--- src/rtl/pc_flow_ctrl.sv ---
// Next-PC / fetch sequencing controller: picks the next-PC source, stalls the PC,
// issues IF/ID and ID/EX flushes, and keeps saturating redirect/stall counters.
module pc_flow_ctrl #(
    parameter int LOAD_STALL_CYCLES = 1,
    parameter int CNT_W             = 16
) (
    input  logic             clk,
    input  logic             rst,
    input  logic             ex_valid,
    input  logic [1:0]       ctrl_flow,
    input  logic             branch_test,
    input  logic             load_use,
    input  logic             imem_ack,
    output logic             imem_req,
    output logic [1:0]       npc_from,
    output logic             npc_branch_test,
    output logic             pc_stall,
    output logic             flush_if_id,
    output logic             flush_id_ex,
    output logic [CNT_W-1:0] redirect_cnt,
    output logic [CNT_W-1:0] stall_cnt
);

    typedef enum logic [1:0] {
        BOOT   = 2'd0,
        FETCH  = 2'd1,
        HAZARD = 2'd2
    } state_t;

    localparam logic [2:0] HZ_LOAD = 3'(LOAD_STALL_CYCLES - 1);

    state_t     state, state_nxt;
    logic [2:0] hz_cnt, hz_cnt_nxt;
    logic       redirect;
    logic       redirect_acc;

    assign redirect = ex_valid & ((ctrl_flow == 2'b10) | (ctrl_flow == 2'b11) |
                                  ((ctrl_flow == 2'b01) & branch_test));

    // NOTE: every output of this block is given a default first so no path leaves one unassigned (no latches).
    always_comb begin
        state_nxt       = state;
        hz_cnt_nxt      = hz_cnt;
        imem_req        = 1'b0;
        npc_from        = 2'b00;
        npc_branch_test = 1'b0;
        pc_stall        = 1'b0;
        flush_if_id     = 1'b0;
        flush_id_ex     = 1'b0;
        redirect_acc    = 1'b0;
        case (state)
            BOOT: begin
                pc_stall  = 1'b1;
                state_nxt = FETCH;
            end
            FETCH: begin
                imem_req        = 1'b1;
                npc_branch_test = ex_valid & branch_test;
                if (redirect) begin
                    // Redirect cancels the pending fetch and overrides any load-use stall.
                    npc_from     = ctrl_flow;
                    flush_if_id  = 1'b1;
                    redirect_acc = 1'b1;
                end else if (!imem_ack) begin
                    pc_stall = 1'b1;
                end else if (load_use) begin
                    pc_stall    = 1'b1;
                    flush_id_ex = 1'b1;
                    if (LOAD_STALL_CYCLES > 1) begin
                        state_nxt  = HAZARD;
                        hz_cnt_nxt = HZ_LOAD;
                    end
                end
            end
            HAZARD: begin
                npc_branch_test = ex_valid & branch_test;
                if (redirect) begin
                    npc_from     = ctrl_flow;
                    flush_if_id  = 1'b1;
                    redirect_acc = 1'b1;
                    state_nxt    = FETCH;
                    hz_cnt_nxt   = 3'd0;
                end else begin
                    pc_stall    = 1'b1;
                    flush_id_ex = 1'b1;
                    if (hz_cnt <= 3'd1) begin
                        state_nxt  = FETCH;
                        hz_cnt_nxt = 3'd0;
                    end else begin
                        hz_cnt_nxt = hz_cnt - 3'd1;
                    end
                end
            end
            default: state_nxt = BOOT;
        endcase
    end

    // NOTE: sequential state uses non-blocking assignments so all registers update from pre-edge values.
    always_ff @(posedge clk) begin
        if (rst) begin
            state  <= BOOT;
            hz_cnt <= 3'd0;
        end else begin
            state  <= state_nxt;
            hz_cnt <= hz_cnt_nxt;
        end
    end

    always_ff @(posedge clk) begin
        if (rst) begin
            redirect_cnt <= '0;
            stall_cnt    <= '0;
        end else begin
            if (redirect_acc && (redirect_cnt != '1))
                redirect_cnt <= redirect_cnt + 1'b1;
            if (pc_stall && (state != BOOT) && (stall_cnt != '1))
                stall_cnt <= stall_cnt + 1'b1;
        end
    end

endmodule

--- config.mk ---
export PLATFORM = sky130hd
export DESIGN_NAME = pc_flow_ctrl
export DESIGN_NICKNAME = d
export VERILOG_FILES = /design/src/rtl/pc_flow_ctrl.sv
export SDC_FILE = /design/constraint.sdc
export NUM_CORES = 1
export LEC_CHECK = 0
export ABC_CLOCK_PERIOD_IN_PS = 2920
export BUFFER_PORTS_ARGS = -buffer_cell sky130_fd_sc_hd__buf_2
export CORE_ASPECT_RATIO = 0.6
export CORE_MARGIN = 4
export CORE_UTILIZATION = 52
export CTS_CLUSTER_SIZE = 28
export DETAILED_ROUTE_END_ITERATION = 6
export GPL_ROUTABILITY_DRIVEN = 0
export HOLD_SLACK_MARGIN = 0.15
export PLACE_DENSITY = 0.86
export SYNTH_ARGS = -nofsm -noshare
export SYNTH_HDL_FRONTEND = slang
export SYNTH_SLANG_ARGS = --single-unit
--- constraint.sdc ---
create_clock -name clk -period 2.92 [get_ports clk]
set_input_delay 0.73 -clock clk [delete_from_list [all_inputs] [get_ports clk]]
set_output_delay 0.73 -clock clk [all_outputs]
set_load 0.05 [all_outputs]
==> flow_results.org <==
** Status
- The run finished with clean final reports.

** Route
- In the final routed layout, each cell accounts on average for approximately 14 um.
- Number of nets with antenna violations after routing :: 0
- After detailed routing, the number of remaining DRC violations is 0.
- Via count :: around 1,800
- After detailed routing, the number of vias per cell comes to roughly 6.
- Count of TritonRoute iterations in the first routing pass :: 4
- Summed over all layers, the routed wires come to roughly 4400 um.
- DRT iter0 DRCs :: 75

** GRT
- Via count of the first global-routing pass :: 1,627
- Global-route wire length before repair :: about 7500 um
- Summed over all layers, the global routing overflow is 0.
- Pin count of the biggest net entering global routing :: 21
- Antenna violations before repair :: 0
- GRT Util Overall :: between 20% and 30%

** Synthesis
- Count of flip-flops with a built-in enable after synthesis :: 0
- Of the total synthesized cell area, the portion taken by AND, OR, NAND and NOR gates is 31.3%.
- Area share of the largest cell type after synthesis :: a little under two fifths
- In this run the mean area of a mapped cell was 8.45 um2.
- Post-synthesis xor/xnor area fraction :: 0%
- Largest cells by area after synthesis :: dfxtp_1, or4_1, o31ai_1
- In the synthesized netlist the async set-or-reset flop fraction comes to 0%.
- By instance count, the leading cell after synthesis is dfxtp_1.
- Post-synth net total :: ~220
- Number of synthesized register bits :: 33
- Summing the areas of all compound-gate instances in the mapped netlist gives 20.2% of the synthesized area.
- Sequential cells were found to cover between 30% and 40% of the synthesized design area.
- Leading register cell type out of synthesis :: dfxtp_1
- By area, the combinational part of the netlist is dominated by simple AND/OR/NAND/NOR gates.
- Synthesis produced a netlist whose cell count is 211.
- Post-synth design cell area :: ~1800 um2
- Adder-cell area share of the yosys netlist :: under 10%
- Post-synth top area cell :: dfxtp_1
- By count the netlist is led by dfxtp_1, a21oi_1, or4_1, o31ai_1, nand2_1.
- Yosys printed 0 warnings.
- In this run, distinct cell masters in the synthesized netlist total 39.
- Share of synthesized area spent on multiplexers :: around 4.9%

** Placement
- At the placement stage, the worst setup path has a slack of between 500 and 600 ps.
- After detailed placement, the total cell area comes to around 2000 um2.
- Input/output buffers :: 46
- HPWL after detailed placement :: between 3000 and 4000 um
- Total placed cells including tap cells :: approximately 300

** STA
- Period minus WS final :: roughly 2400 ps
- Hold is met by between 400 and 500 ps.
- The final-report hold violation count came to 0.
- At the pin with the least slew margin, the transition time is between 600 and 700 ps.
- Setup-failing EPs final :: 0
- Worst path setup slack after routing :: approximately 520 ps
- Clock skew after layout :: approximately 7.4 ps
- Sum Neg Setup Slack :: 0 ps
- Measured against its own limit, the worst slew margin works out to a little over half.
- Timing-limited maximum frequency :: 416 MHz
- Setup repair after global routing left no endpoint under its margin.
- In the finished design, the share of the clock period the worst path needs comes to around 82%.
- The max-slew violation count came to 0.

** Clocking
- After clock tree synthesis, the clock-pin slew on the worst setup and hold paths is 70 ps.
- TritonCTS created 5 clock buffers.
- # resized after CTS :: 0
- No sink is reached through more buffers than the 2 on the longest clock path.
- Post-CTS setup repair buffer count :: 0
- At the later pin of the worst-skew pair, clock insertion delay measures 290 ps.
- Root cell of the clock tree :: clkbuf_8
- TritonCTS built the clock tree.
- For this design, the CTS-stage hold fixing added 0 buffers.
- The tree built by TritonCTS fans out to 33 sinks.
- The H-tree was split into 2 levels.

** Worst setup path
- Crit end category :: output port
- The setup path with the least slack is of type primary input to output port.
- Traced cell by cell, the critical path runs through buf_2 -> inv_1 -> o21ai_1 -> nor2_1 -> buf_2.
- Worst EP arrival :: about 1700 ps
- CP Max Fanout :: 8
- Slowest stage delay, CP :: roughly 450 ps
- STA classifies the critical path startpoint as a primary input.
- For the worst setup path, the data required time is around 2200 ps.
- Slowest CP cell :: o21ai_1
- Cell occurring most often along the worst timing path :: buf_2
- Broken down by cell family, the worst path's largest delay share belongs to compound AO/OA/AOI/OAI gates.
- Buffering stage count on the worst path with inverters included :: 3

** Final layout
- Cells fill approximately 65% of the core in the end.
- In the final layout, the multi-input gates occupy roughly 1000 um2.
- Registers take about 660 um2.
- The repair_antennas step left the layout with diodes totalling 0.
- Final std cell area, no fill :: 2140 um2
- From synthesis to final layout, the design area changed by 19.8%.
- The finished layout holds 304 standard cells, fillers aside.
- Total of fill cells in the finished design :: a little under 300
- Count of nets after finishing :: ~270
- Proportion of layout cells with a drive suffix above 1 :: a little over a quarter

** Die
- Io pins :: 47
- Die X-Extent :: ~84 um
- Initial standard-cell utilization of the core :: a little over half
- The floorplan step set the die height to approximately 53 um.
- Row generation in the floorplan step produced 16 rows.
- Core area :: around 3300 um2
- The die covers 4460 um2.

** Pwr
- Total power for the finished layout comes to 0.868 mW.
- VDD sags by at most roughly 0.00032 V.
- For this design the ratio of total power to cell area is about 410 nW/um2.
- The analysis attributes to cell leakage a power of 0.796 nW.

** Run
- The tool flagged a number of max-cap violations equal to 0.

** Hold path
- The tightest min-delay check is of the flip-flop to flip-flop type.
[worst reg2reg max path: cells and delay by family, from the launching register on]
kind,cells,cell delay (ps)
flip-flops,1,440
multiplexers,1,370
AND/OR/NAND/NOR,3,1110
adder cells (fa/ha/maj),1,260
[area by class of cell]
cell class / count / share of cell area, %
clock buffers: 8 / 3.75
multi-input cells: 158 / 48.6
well taps: 45 / 2.64
inverters: 9 / 1.58
repair buffers: 51 / 12.5
flip-flops and latches: 33 / 30.9
[state kept, by name (all words and copies together), names as in the netlist]
name	count
redirect_cnt	16
state	1
stall_cnt	16
[layer usage]
| metal | up-vias | global-route usage [%] | part of all wire [%] | routed length [um] |
|---|---|---|---|---|
| met4 | 0 | 6.68 | 1.1 | 48 |
| met3 | 7 | 8.55 | 8.0 | 352 |
| met5 | - | 0 | 0 | 0 |
| met2 | 64 | 30.7 | 41 | 1810 |
| met1 | 838 | 28.7 | 50 | 2180 |
| li1 | 914 | - | - | - |
[cell usage in the layout (no fill, tap or decap), drive strengths merged, types with 2 or more instances in the layout]
cell	n
or3	4
o31ai	19
clkbuf	8
mux2i	2
ha	2
buf	51
nor4	5
o2111ai	3
nand2	13
nor2	10
and3	3
nor2b	5
or4	22
nand4	9
nor4b	2
o21ai	6
inv	9
mux2	6
or2	3
a21oi	23
and2	3
dfxtp	33
nand3	9
[kinds of logic (layout without fill, tap and decap cells)]
family,Yosys count,count (layout)
AND/OR/NAND/NOR,93,93
flip-flops,33,33
multiplexers,8,8
buffers and inverters,20,68
adder cells (fa/ha/maj),2,2
AO/OA/AOI/OAI,55,55
[power breakdown]
part / internal [mW] / switching, mW
sequential: 0.454 / 0.00558
combinational: 0.0207 / 0.0572
clock: 0.169 / 0.161
[path summary, 6_finish.rpt]
path                                      start                to  slack [ps]  depth (start not counted)
worst min register to register    stall_cnt[12]     stall_cnt[12]         500                          2
worst min-delay path              stall_cnt[12]     stall_cnt[12]         500                          2
worst max-delay path                   ex_valid       flush_id_ex         520                          5
worst max register to register  redirect_cnt[0]  redirect_cnt[14]         630                          5
(Power assumes the default switching activity.)
